--- config.mk ---
export PLATFORM = sky130hd
export DESIGN_NAME = alu_pipe
export DESIGN_NICKNAME = d
export VERILOG_FILES = /design/src/rtl/alu_pipe.sv
export SDC_FILE = /design/constraint.sdc
export NUM_CORES = 1
export LEC_CHECK = 0
export BUFFER_PORTS_ARGS = -buffer_cell sky130_fd_sc_hd__buf_2
export CAP_MARGIN = 20
export CORE_AREA = 10 10 116 118
export DETAILED_ROUTE_END_ITERATION = 8
export DIE_AREA = 0 0 126 128
export PLACE_DENSITY = 0.65
export SYNTH_ARGS = -nofsm -noshare
export SYNTH_HDL_FRONTEND = slang
export SYNTH_SLANG_ARGS = --single-unit
--- constraint.sdc ---
create_clock -name clk -period 2.16 [get_ports clk]
set_clock_uncertainty 0.1 [all_clocks]
set_input_delay 0.324 -clock clk [delete_from_list [all_inputs] [get_ports clk]]
set_output_delay 0.324 -clock clk [all_outputs]
set_load 0.02 [all_outputs]
--- src/rtl/alu_pipe.sv ---
// alu_pipe: registered ALU with valid/ready handshakes on both sides.
//   Single-cycle ops load the result registers at the accept edge (latency 1).
//   MUL runs a WIDTH-step shift-add sequence and produces a 2*WIDTH product.
//   With CARRY_SRC=1 an internal carry register feeds ADC, allowing chained adds.
// Ports:
//   clk, rst          clock, asynchronous active-high reset
//   in_valid/in_ready operand handshake; A, B, opcode, car_in sampled at accept
//   out_valid/out_ready result handshake
//   y, y_hi           result (y_hi nonzero only for MUL)
//   car_out, borrow, zero, parity, invalid_op   result flags
module alu_pipe #(
    parameter int unsigned WIDTH     = 8,
    parameter bit          CARRY_SRC = 1'b0
) (
    input  logic             clk,
    input  logic             rst,
    input  logic             in_valid,
    output logic             in_ready,
    input  logic [WIDTH-1:0] A,
    input  logic [WIDTH-1:0] B,
    input  logic [3:0]       opcode,
    input  logic             car_in,
    output logic             out_valid,
    input  logic             out_ready,
    output logic [WIDTH-1:0] y,
    output logic [WIDTH-1:0] y_hi,
    output logic             car_out,
    output logic             borrow,
    output logic             zero,
    output logic             parity,
    output logic             invalid_op
);

    localparam int unsigned CW = $clog2(WIDTH + 1);

    typedef enum logic { S_IDLE, S_MUL } state_e;

    typedef enum logic [3:0] {
        OP_ADD = 4'd1,  OP_ADC = 4'd2,  OP_SUB = 4'd3,  OP_INC = 4'd4,
        OP_DEC = 4'd5,  OP_AND = 4'd6,  OP_NOT = 4'd7,  OP_ROL = 4'd8,
        OP_ROR = 4'd9,  OP_MUL = 4'd10, OP_OR  = 4'd11, OP_XOR = 4'd12
    } op_e;

    state_e               state_q, state_d;
    logic                 out_valid_q, out_valid_d;
    logic [WIDTH-1:0]     y_q, y_d, y_hi_q, y_hi_d;
    logic                 car_q, car_d, borrow_q, borrow_d;
    logic                 zero_q, zero_d, parity_q, parity_d, inv_q, inv_d;
    logic                 carry_reg_q, carry_reg_d;
    logic [CW-1:0]        cnt_q, cnt_d;
    logic [WIDTH-1:0]     mcand_q, mcand_d;
    logic [2*WIDTH-1:0]   prod_q, prod_d;

    logic [WIDTH-1:0]     alu_y;
    logic                 alu_car, alu_borrow, alu_inv, cin;
    logic [WIDTH:0]       sum;
    logic [WIDTH:0]       mul_sum;
    logic [2*WIDTH-1:0]   mul_next;
    logic                 accept, drain;

    assign in_ready = (state_q == S_IDLE) && (!out_valid_q || out_ready) && !rst;
    assign accept   = in_valid && in_ready;
    assign drain    = out_valid_q && out_ready;

    // Single-cycle datapath
    always_comb begin
        alu_y      = '0;
        alu_car    = 1'b0;
        alu_borrow = 1'b0;
        alu_inv    = 1'b0;
        sum        = '0;
        cin        = CARRY_SRC ? carry_reg_q : car_in;
        case (opcode)
            OP_ADD: begin
                sum     = {1'b0, A} + {1'b0, B};
                alu_y   = sum[WIDTH-1:0];
                alu_car = sum[WIDTH];
            end
            OP_ADC: begin
                sum     = {1'b0, A} + {1'b0, B} + {{WIDTH{1'b0}}, cin};
                alu_y   = sum[WIDTH-1:0];
                alu_car = sum[WIDTH];
            end
            OP_SUB: begin
                alu_y      = A - B;
                alu_borrow = (A < B);
            end
            OP_INC: begin
                sum     = {1'b0, A} + {{WIDTH{1'b0}}, 1'b1};
                alu_y   = sum[WIDTH-1:0];
                alu_car = sum[WIDTH];
            end
            OP_DEC: begin
                alu_y      = A - {{(WIDTH-1){1'b0}}, 1'b1};
                alu_borrow = (A == '0);
            end
            OP_AND:  alu_y = A & B;
            OP_NOT:  alu_y = ~A;
            OP_ROL:  alu_y = {A[WIDTH-2:0], A[WIDTH-1]};
            OP_ROR:  alu_y = {A[0], A[WIDTH-1:1]};
            OP_MUL:  alu_y = '0;
            OP_OR:   alu_y = A | B;
            OP_XOR:  alu_y = A ^ B;
            default: alu_inv = 1'b1;
        endcase
    end

    // Shift-add step: multiplier sits in the low half of prod and is consumed
    // LSB first while partial sums accumulate into the high half.
    always_comb begin
        mul_sum  = {1'b0, prod_q[2*WIDTH-1:WIDTH]}
                 + (prod_q[0] ? {1'b0, mcand_q} : {(WIDTH+1){1'b0}});
        mul_next = {mul_sum, prod_q[WIDTH-1:1]};
    end

    always_comb begin
        state_d     = state_q;
        out_valid_d = out_valid_q;
        y_d         = y_q;
        y_hi_d      = y_hi_q;
        car_d       = car_q;
        borrow_d    = borrow_q;
        zero_d      = zero_q;
        parity_d    = parity_q;
        inv_d       = inv_q;
        carry_reg_d = carry_reg_q;
        cnt_d       = cnt_q;
        mcand_d     = mcand_q;
        prod_d      = prod_q;

        if (drain) begin
            out_valid_d = 1'b0;
        end

        case (state_q)
            S_IDLE: begin
                if (accept) begin
                    if (opcode == OP_MUL) begin
                        mcand_d = A;
                        prod_d  = {{WIDTH{1'b0}}, B};
                        cnt_d   = CW'(WIDTH);
                        state_d = S_MUL;
                    end else begin
                        y_d         = alu_y;
                        y_hi_d      = '0;
                        car_d       = alu_car;
                        borrow_d    = alu_borrow;
                        zero_d      = (alu_y == '0);
                        parity_d    = ^alu_y;
                        inv_d       = alu_inv;
                        out_valid_d = 1'b1;
                        if (CARRY_SRC && (opcode == OP_ADD || opcode == OP_ADC ||
                                          opcode == OP_INC)) begin
                            carry_reg_d = alu_car;
                        end
                    end
                end
            end
            S_MUL: begin
                prod_d = mul_next;
                cnt_d  = cnt_q - CW'(1);
                if (cnt_q == CW'(1)) begin
                    y_d         = mul_next[WIDTH-1:0];
                    y_hi_d      = mul_next[2*WIDTH-1:WIDTH];
                    car_d       = 1'b0;
                    borrow_d    = 1'b0;
                    zero_d      = (mul_next == '0);
                    parity_d    = ^mul_next[WIDTH-1:0];
                    inv_d       = 1'b0;
                    out_valid_d = 1'b1;
                    state_d     = S_IDLE;
                end
            end
            default: state_d = S_IDLE;
        endcase
    end

    always_ff @(posedge clk or posedge rst) begin
        if (rst) begin
            state_q     <= S_IDLE;
            out_valid_q <= 1'b0;
            y_q         <= '0;
            y_hi_q      <= '0;
            car_q       <= 1'b0;
            borrow_q    <= 1'b0;
            zero_q      <= 1'b0;
            parity_q    <= 1'b0;
            inv_q       <= 1'b0;
            carry_reg_q <= 1'b0;
            cnt_q       <= '0;
            mcand_q     <= '0;
            prod_q      <= '0;
        end else begin
            state_q     <= state_d;
            out_valid_q <= out_valid_d;
            y_q         <= y_d;
            y_hi_q      <= y_hi_d;
            car_q       <= car_d;
            borrow_q    <= borrow_d;
            zero_q      <= zero_d;
            parity_q    <= parity_d;
            inv_q       <= inv_d;
            carry_reg_q <= carry_reg_d;
            cnt_q       <= cnt_d;
            mcand_q     <= mcand_d;
            prod_q      <= prod_d;
        end
    end

    assign out_valid  = out_valid_q;
    assign y          = y_q;
    assign y_hi       = y_hi_q;
    assign car_out    = car_q;
    assign borrow     = borrow_q;
    assign zero       = zero_q;
    assign parity     = parity_q;
    assign invalid_op = inv_q;

endmodule

==> results of run 1 <==
-- synthesized netlist by cell type, drive strengths merged, types with 8 or more instances --
| cell | count |
|---|---|
| nand2 | 53 |
| xnor2 | 21 |
| nand3 | 8 |
| and2 | 17 |
| ha | 47 |
| a21o | 9 |
| nor3 | 14 |
| inv | 35 |
| a211oi | 17 |
| nor2b | 10 |
| a21oi | 26 |
| a31oi | 8 |
| nor2 | 44 |
| buf | 19 |
| clkbuf | 20 |
| mux2i | 14 |
| o21ai | 46 |
| dfrtp | 51 |
| a221o | 10 |
| o22ai | 10 |
-- critical path: cells and delay by family --
family	cells	cell delay [ns]
fa+ha+maj	3	0.77
xor+xnor	2	0.33
buf+inv	1	0.11
mux	1	0.27
compound gates	6	1.04
simple gates	1	0.34
-- cells in the final DEF (no fill, tap or decap), types with 4 or more instances in the layout --
cell         n
o21ai_1      8
a211oi_2     6
xor2_1       4
ha_4        13
a21o_1       9
nand3_1      7
mux2i_1     14
nand2_1     52
inv_1       27
o22ai_1     10
nor3_1      12
a21oi_1     20
a22oi_1      4
dfrtp_1     51
a211oi_1     7
nor2b_1      8
clkbuf_16    5
a211oi_4     4
inv_2        5
nor4_1       4
and2_1      14
buf_6       10
buf_2       43
a221o_1     10
a21oi_2      5
o21ai_0     33
nand4_1      7
nor2_1      41
xnor2_1     16
buf_4      183
a31oi_1      7
a22o_1       7
nand2b_1     7
ha_1        33
xnor2_2      5
o21ai_2      5
o211ai_1     4
-- layer usage --
layer / global-route usage [%] / share of wire (%) / up-vias
li1: - / - / 2584
met1: 26.6 / 41 / 2609
met2: 38.8 / 49 / 226
met3: 2.85 / 5.4 / 52
met4: 9.78 / 3.8 / 0
met5: 0 / 0 / -
-- sequential cells by signal, summed over array words and instances, names as in the netlist, 4 cells and up --
signal   cells
prod_q      16
y            8
mcand_q      8
y_hi         8
cnt_q        4
-- stage by stage --
| step | instance area, um^2 | power, mW | instances | setup TNS [ns] |
|---|---|---|---|---|
| after global placement | 6720 | 4.13 | 925 | -8.34 |
| after floorplan | 5140 | 3.11 | 593 | -3.02 |
| after global routing | 7420 | 5.93 | 947 | -6.48 |
| after detailed placement | 6720 | 4.23 | 925 | -9.33 |
| final | 7420 | 5.60 | 947 | -4.74 |
| after CTS | 7210 | 5.47 | 940 | -4.13 |
-- cell type report --
cell class	count	area [um^2]
Tap cell	143	179
Timing Repair Buffer	242	1790
Multi-Input combinational cell	468	3840
Fill cell	933	3800
Clock buffer	6	129
Inverter	35	144
Sequential cell	51	1280
Clock inverter	2	60.1
-- cell families (layout without fill, tap and decap cells) --
family	Yosys count	after routing	synth area share, %
adder cells (fa/ha/maj)	50	50	13.1
buffers and inverters	74	285	6.07
flip-flops	51	51	25.8
AND/OR/NAND/NOR	196	196	21.0
XOR/XNOR	28	28	5.11
AO/OA/AOI/OAI	179	179	25.9
multiplexers	15	15	3.06
-- where the power goes --
group	leakage [nW]	switching, mW	internal [mW]	total [mW]
Combinational	2.74	1.61	1.46	3.07
Sequential	0.665	0.240	1.27	1.51
Clock	0.0911	0.355	0.665	1.02
Total	3.50	2.20	3.40	5.60
-- how the worst max path moves through the flow --
| stage | to | cells past startpoint | slack, ns |
|---|---|---|---|
| after global routing | parity | 14 | -1.02 |
| after floorplan | parity | 14 | -0.98 |
| after CTS | parity | 14 | -0.85 |
| after global placement | parity | 14 | -1.24 |
| final | parity | 14 | -0.90 |
| after detailed placement | parity | 14 | -1.29 |
-- timing repair --
action,in CTS,in global routing
setup endpoints to repair,21,21
endpoints found under the hold margin,0,0
gates resized for setup,58,30
buffers inserted,9,8
pin swaps,25,29
==> flow_summary.yaml, run 1 <==
status:
  outcome: "complete, but fails checks"
  violations: "negative hold slack, negative setup slack"
yosys:
  avgSynthCellArea_um2: 8.35
  syn_area_mm2: 0.00495
  syn_nets: 668
  seq_area_frac_synth_pct: 25.8
  synthFlopType: "dfrtp_1"
  ys_ff_latch: 51
  async_reset_ff_share_pct: 100
  netlist_instances: 593
  yosys_warnings: 0
  synth_top_area_cell: "dfrtp_1"
  synth.area.top_cells: "dfrtp_1 26%, ha_1 12%, o21ai_0 4.2%"
  synth_edf_count: 0
  synth.top_cell.area_share_pct: 25.8
  synthDistinctLibCells: 79
route:
  avgRoutedWirePerCell_um: 19.7
  drc_errors: 0
  drtPass1Iterations: 5
  drtAntennaViolNets: 0
  drt-initial-drc-count: 518
  avgViaCountPerCell: 5.78
  num_vias: 5471
  routed_wl_mm: 18.7
critical_path:
  worstReg2RegEnd: "zero"
  cp-end-kind: "flop"
  crit_chain: "buf_8 -> ha_4 -> fa_2 -> a21o_1 -> a211oi_4 -> o41ai_1 -> mux2_4 -> or3_4 -> a31oi_4 -> ha_4 -> xor2_2 -> xnor2_1 -> o21ai_1 -> o21ai_1"
  worstPathArrival_ns: 3.18
  reg2reg_depth: 10
  reg2reg_from: "prod_q[0]"
  critPathLaunchType: "primary input"
  critPathKind: "in -> reg"
  path_max_fanout: 4
  max_stage_delay_ns: 0.37
  cp_slowest_cell: "fa_2"
  worstPathRequired_ns: 2.28
  crit_start: "A[0]"
  r2r_setup_slack_ns: -0.34
sta:
  tightest_slew_ns: 0.536
  hold_viol: 23
  drv_slew: 0
  setup_ws_ns: -0.900
  fmax_mhz: 327
  setup_viol: 19
  period_minus_slack_ns: 3.06
  finalCritPeriodShare_pct: 142
  timing.hold.ws_ns: -0.0157
  max-slew-margin-rel_pct: 64.2
  rsz0062_at_grt: "yes"
global_routing:
  grt_pass1_wl_mm: 29.3
  grt_overflow: 0
  track_usage_pct: 22.2
  antenna_found_initial: 0
  grt_pass1_vias: 5571
  grt_max_degree: 36
clock_network:
  htree_levels: 2
  root_buffer: "clkbuf_16"
  clk_latency_ns: 0.30
  clk_pin_slew_worst_paths_ns: 0.07
  clockBufferDepth: 2
  hold_buffers: 0
  clock_sinks: 51
  tritoncts: "done"
  cts_made_buffers: 5
die:
  initial_utilization_pct: 44.1
  rows: 39
  chipWidth_um: 126
  die_y_um: 128
  io_pins: 48
  die_area_mm2: 0.0161
  core_mm2: 0.0112
hold_path:
  hold_class: "in -> async"
layout:
  areaGrowthSynthToFinish_pct: 49.9
  post-route-util_pct: 66.1
  diodes: 0
  final_nets: 878
  drive_gt1_share_pct: 42.5
place:
  hpwl_mm: 14.5
  dpl_worst_slack_ns: -1.29
  gp_congestion: 0.963
  io_buffers: 47
power:
  peakVddDrop_mv: 0.821
  powerDensity_mw_per_mm2: 755
  p_leak_nw: 3.50
job:
  drv_cap: 0
Power figures use the tool's default switching activity.
==> run 2: changes to the inputs <==
ABC_AREA = 1   (was unset)
CORE_AREA = 10 10 113 115   (was 10 10 116 118)
DIE_AREA = 0 0 123 125   (was 0 0 126 128)
==> run 2 against run 1 <==
Effect of this change: die area is 4.7% lower; core utilization is 3.8 points lower; flip-flop and latch count stayed put; sequential share of layout area is 2.1 points higher; largest cell class unchanged; highest routed layer unchanged; sequential power is 3% lower; the run ends with negative setup slack left; cell count is 5.1% higher; clock-buffer cell count is 1 lower; synthesized area is 5.5% lower; combinational power is 11% lower; global-route usage is 0.75 points lower; synthesized cell count is 15% higher.
==> flow_summary.yaml, run 2 <==
sta:
  fmax_mhz: 383
  tightest_slew_ns: 0.434
  drv_slew: 0
  setup_viol: 3
  rsz0062_at_grt: "yes"
  setup_ws_ns: -0.450
  period_minus_slack_ns: 2.61
  max-slew-margin-rel_pct: 71.0
  finalCritPeriodShare_pct: 121
  hold_viol: 0
yosys:
  yosys_warnings: 0
  synth_edf_count: 0
  synth_common_cells: "178 x nand2_1, 89 x inv_1, 56 x nand3_1"
  yosysMostFrequentCell: "nand2_1"
  synthFlopType: "dfrtp_1"
  netlist_instances: 680
  ys_ff_latch: 51
  syn_nets: 755
  async_reset_ff_share_pct: 100
  synthDistinctLibCells: 41
  synth.area.top_cells: "dfrtp_1 27%, nand2_1 14%, ha_1 13%"
  avgSynthCellArea_um2: 6.88
  synth.top_cell.area_share_pct: 27.3
  synth_top_area_cell: "dfrtp_1"
  syn_area_mm2: 0.00468
  seq_area_frac_synth_pct: 27.3
layout:
  post-route-util_pct: 62.3
  largest_reg_flops: 16
  final_nets: 929
  regMostFlops: "prod_q"
  final_cell_mix: "159 x nand2_1, 128 x buf_4, 74 x inv_1"
  diodes: 0
  drive_gt1_share_pct: 35.3
  areaGrowthSynthToFinish_pct: 41.2
  layout_commonest_cell: "nand2_1"
global_routing:
  track_usage_pct: 21.4
  grt_overflow: 0
  grt_pass1_vias: 5069
  antenna_found_initial: 0
  grt_pass1_wl_mm: 26.3
  grt_max_degree: 34
route:
  avgRoutedWirePerCell_um: 16.8
  drt-initial-drc-count: 414
  routed_wl_mm: 16.7
  num_vias: 5163
  drc_errors: 0
  avgViaCountPerCell: 5.19
  drtAntennaViolNets: 0
  drtPass1Iterations: 7
place:
  hpwl_mm: 13.4
  dpl_worst_slack_ns: -0.850
  gp_congestion: 0.988
  io_buffers: 47
die:
  die_area_mm2: 0.0154
  chipWidth_um: 123
  die_y_um: 125
  initial_utilization_pct: 44.1
  io_pins: 48
  core_mm2: 0.0106
  rows: 38
critical_path:
  max_stage_delay_ns: 0.61
  crit_chain: "buf_8 -> ha_4 -> fa_2 -> ha_4 -> inv_2 -> nor2_4 -> nand3_2 -> nor2_2 -> nand2_1 -> nand3_2 -> nand3_2 -> inv_2 -> ha_4 -> xor2_2 -> xnor2_1 -> o21ai_1 -> o21ai_1"
  cp_slowest_cell: "fa_2"
  critPathKind: "in -> reg"
  r2r_setup_slack_ns: -0.04
  critPathLaunchType: "primary input"
  path_max_fanout: 3
  reg2reg_from: "prod_q[0]"
  reg2reg_depth: 11
  worstPathArrival_ns: 2.72
  worstReg2RegEnd: "zero"
  worstPathRequired_ns: 2.27
  cp-end-kind: "flop"
power:
  power_switching_mw: 2.12
  clkPwrFrac_pct: 12.3
  combPwrFrac_pct: 57.0
  seq_power_share_pct: 30.7
  p_int_mw: 2.65
  peakVddDrop_mv: 0.584
  powerDensity_mw_per_mm2: 723
  p_leak_nw: 3.39
  swShare_pct: 44.4
clock_network:
  tritoncts: "done"
  cts_made_buffers: 5
  clk_latency_ns: 0.33
  root_buffer: "clkbuf_8"
  clk_pin_slew_worst_paths_ns: 0.09
  clockBufferDepth: 2
  clock_sinks: 51
  htree_levels: 2
hold_path:
  whs_endpoint: "out_valid"
  hold_class: "in -> reg"
  hold_depth: 2
  hold_start: "out_ready"
status:
  violations: "negative setup slack"
  outcome: "complete, but fails checks"
job:
  drv_cap: 0
## run 2: power groups by stage
stage,clock [mW],combinational [mW],sequential [mW]
after floorplan,0,1.50,1.58
after global placement,0,2.46,1.45
after detailed placement,0,2.53,1.46
after CTS,0.597,2.59,1.45
after global routing,0.638,3.02,1.50
final,0.590,2.72,1.47
## run 2: worst max-delay path, delay by kind of cell
kind | cells | cell delay, ns
xor+xnor | 2 | 0.26
compound gates | 2 | 0.19
simple gates | 6 | 0.60
fa+ha+maj | 4 | 1.11
buf+inv | 3 | 0.22
## run 2: final cells by class
type	count	area (um^2)
Clock buffer	5	68.8
Clock inverter	3	23.8
Fill cell	988	4000
Inverter	99	384
Multi-Input combinational cell	514	3340
Sequential cell	51	1280
Tap cell	140	175
Timing Repair Buffer	183	1340
## run 2: kinds of logic after synthesis
| kind of cell | Yosys count | share of synthesized area (%) |
|---|---|---|
| simple gates | 337 | 32.1 |
| buf+inv | 115 | 9.84 |
| compound gates | 114 | 14.5 |
| flops | 51 | 27.3 |
| fa+ha+maj | 50 | 13.9 |
| xor+xnor | 13 | 2.43 |
## run 2: worst max path at each step
stage | start | endpoint | cells past startpoint
after floorplan | A[0] | parity | 16
after global placement | A[0] | parity | 17
after detailed placement | A[0] | parity | 17
after CTS | B[0] | parity | 17
after global routing | A[0] | parity | 17
final | A[0] | parity | 17
## run 2: repair_timing
action / 4_1_cts / 5_1_grt
resized for setup: 20 / 70
hold buffers: 1 / 0
endpoints found under the hold margin: 18 / 0
pin swaps: 15 / 38
endpoints found under the setup margin: 5 / 19
setup buffers: 5 / 6
## run 2: metrics by stage
stage               power (mW)  area (um^2)  instances  hold WS, ns  TNS, ns
CTS                       4.64         6330        994        0.119    -1.06
finish                    4.78         6610        995        0.119   -0.821
detailed placement        3.99         6110        980        0.273    -3.87
global route              5.16         6610        995        0.117    -1.30
global placement          3.91         6110        980        0.273    -3.58
floorplan                 3.09         4790        680        0.320   -0.725
## run 2: metal layers
metal / track usage, % / wire length [um]
met5: 0 / 0
met4: 8.98 / 722
met3: 2.79 / 865
met2: 36.0 / 8190
met1: 26.8 / 6970
==> run 3: changes to the inputs <==
SKIP_CTS_REPAIR_TIMING = 1   (was unset)
==> run 3 against run 2 <==
Effect of this change: the run still ends with negative setup slack left; combinational power barely moved; fmax fell by 0.41%; critical path depth did not move; largest power group unchanged; power fell by 0.57%; register-to-register slack got worse by 0.03 ns; non-clock buffer count fell by 2; critical endpoint unchanged.
==> flow_summary.yaml, run 3 (same netlist as run 2, synthesis figures left out) <==
power:
  power_switching_mw: 2.11
  p_leak_nw: 3.38
  peakVddDrop_mv: 0.591
  clkPwrFrac_pct: 12.4
  swShare_pct: 44.5
  combPwrFrac_pct: 56.7
  finalPower_mw: 4.75
  seq_power_share_pct: 30.9
  p_int_mw: 2.63
  powerDensity_mw_per_mm2: 726
sta:
  drv_slew: 0
  setup_viol: 2
  fmax_mhz: 382
  max-slew-margin-rel_pct: 71.0
  finalCritPeriodShare_pct: 121
  rsz0062_at_grt: "yes"
  tightest_slew_ns: 0.434
  hold_viol: 0
  period_minus_slack_ns: 2.62
  setup_ws_ns: -0.461
critical_path:
  critPathKind: "in -> reg"
  cp_slowest_cell: "fa_2"
  worstPathArrival_ns: 2.73
  worstPathRequired_ns: 2.27
  crit_chain: "buf_8 -> ha_4 -> fa_2 -> ha_4 -> inv_4 -> nor2_4 -> nand3_2 -> nor2_2 -> nand2_1 -> nand3_2 -> nand3_2 -> inv_2 -> ha_4 -> xor2_2 -> xnor2_1 -> o21ai_1 -> o21ai_1"
  critPathLaunchType: "primary input"
  cp-end-kind: "flop"
  path_max_fanout: 3
  max_stage_delay_ns: 0.59
clock_network:
  tritoncts: "done"
  clk_latency_ns: 0.33
  clock_sinks: 51
  htree_levels: 2
  cts_made_buffers: 5
  root_buffer: "clkbuf_8"
  clockBufferDepth: 2
  clk_pin_slew_worst_paths_ns: 0.09
place:
  dp_cells: 980
  dpl_worst_slack_ns: -0.850
  io_buffers: 47
  hpwl_mm: 13.4
  gp_congestion: 0.988
layout:
  instances_no_fill: 993
  diodes: 0
  drive_gt1_share_pct: 33.6
  regMostFlops: "prod_q"
  final_cell_mix: "162 x nand2_1, 128 x buf_4, 78 x inv_1"
  areaGrowthSynthToFinish_pct: 39.8
  layout_commonest_cell: "nand2_1"
  largest_reg_flops: 16
  post-route-util_pct: 61.7
  final_nets: 927
global_routing:
  antenna_found_initial: 0
  grt_max_degree: 34
  grt_pass1_wl_mm: 26.0
  track_usage_pct: 21.1
  grt_overflow: 0
  grt_pass1_vias: 5011
job:
  drv_cap: 0
die:
  die_area_mm2: 0.0154
  initial_utilization_pct: 44.1
  io_pins: 48
  core_mm2: 0.0106
  chipWidth_um: 123
  rows: 38
  die_y_um: 125
route:
  drtAntennaViolNets: 0
  wl_met2_mm: 8.17
  avgRoutedWirePerCell_um: 16.9
  drtPass1Iterations: 4
  wl_met3_um: 824
  top_layer_used: "met4"
  drt-initial-drc-count: 392
  drc_errors: 0
  routed_wl_mm: 16.8
  wirelength_met1_mm: 7.08
  num_vias: 5182
  avgViaCountPerCell: 5.22
hold_path:
  hold_class: "in -> reg"
status:
  violations: "negative setup slack"
  outcome: "complete, but fails checks"
[run 3: worst max-delay path, delay by kind of cell]
family | cells | cell delay [ns]
XOR/XNOR | 2 | 0.29
AND/OR/NAND/NOR | 6 | 0.58
buffers and inverters | 3 | 0.22
adder cells (fa/ha/maj) | 4 | 1.11
AO/OA/AOI/OAI | 2 | 0.20
[run 3: power by group through the flow]
stage          registers, mW  logic [mW]  clock network (mW)
2_1_floorplan           1.58        1.50                   0
3_3_place_gp            1.45        2.46                   0
3_5_place_dp            1.46        2.53                   0
4_1_cts                 1.45        2.53               0.597
5_1_grt                 1.50        2.98               0.637
6_report                1.47        2.69               0.589
[run 3: area by class of cell]
cell class	count	area, um^2
Clock buffer	5	68.8
Clock inverter	3	23.8
Fill cell	1002	4060
Inverter	99	383
Multi-Input combinational cell	514	3300
Sequential cell	51	1280
Tap cell	140	175
Timing Repair Buffer	181	1310
[run 3: final timing paths]
path                            from          to  slack, ns  cells past startpoint
max                             A[0]      parity      -0.46                     17
min                        out_ready   out_valid       0.12                      2
max reg2reg                prod_q[0]        zero      -0.07                     11
min reg2reg                  car_out     car_out       0.37                      2
max in group asynchronous        rst  mcand_q[7]       0.98                      4
min in group asynchronous        rst   prod_q[3]       0.46                      3
[run 3: per-stage QoR]
stage	TNS (ns)	hold slack, ns	cell area, um^2
floorplan	-0.725	0.320	4790
global placement	-3.58	0.273	6110
detailed placement	-3.87	0.273	6110
CTS	-1.05	-0.0807	6200
global route	-1.14	0.117	6540
finish	-0.784	0.121	6540
[run 3: metal layers]
layer | up-vias | global-route usage [%]
li1 | 2594 | -
met1 | 2419 | 26.4
met2 | 140 | 35.2
met3 | 29 | 2.93
met4 | 0 | 8.98
met5 | - | 0
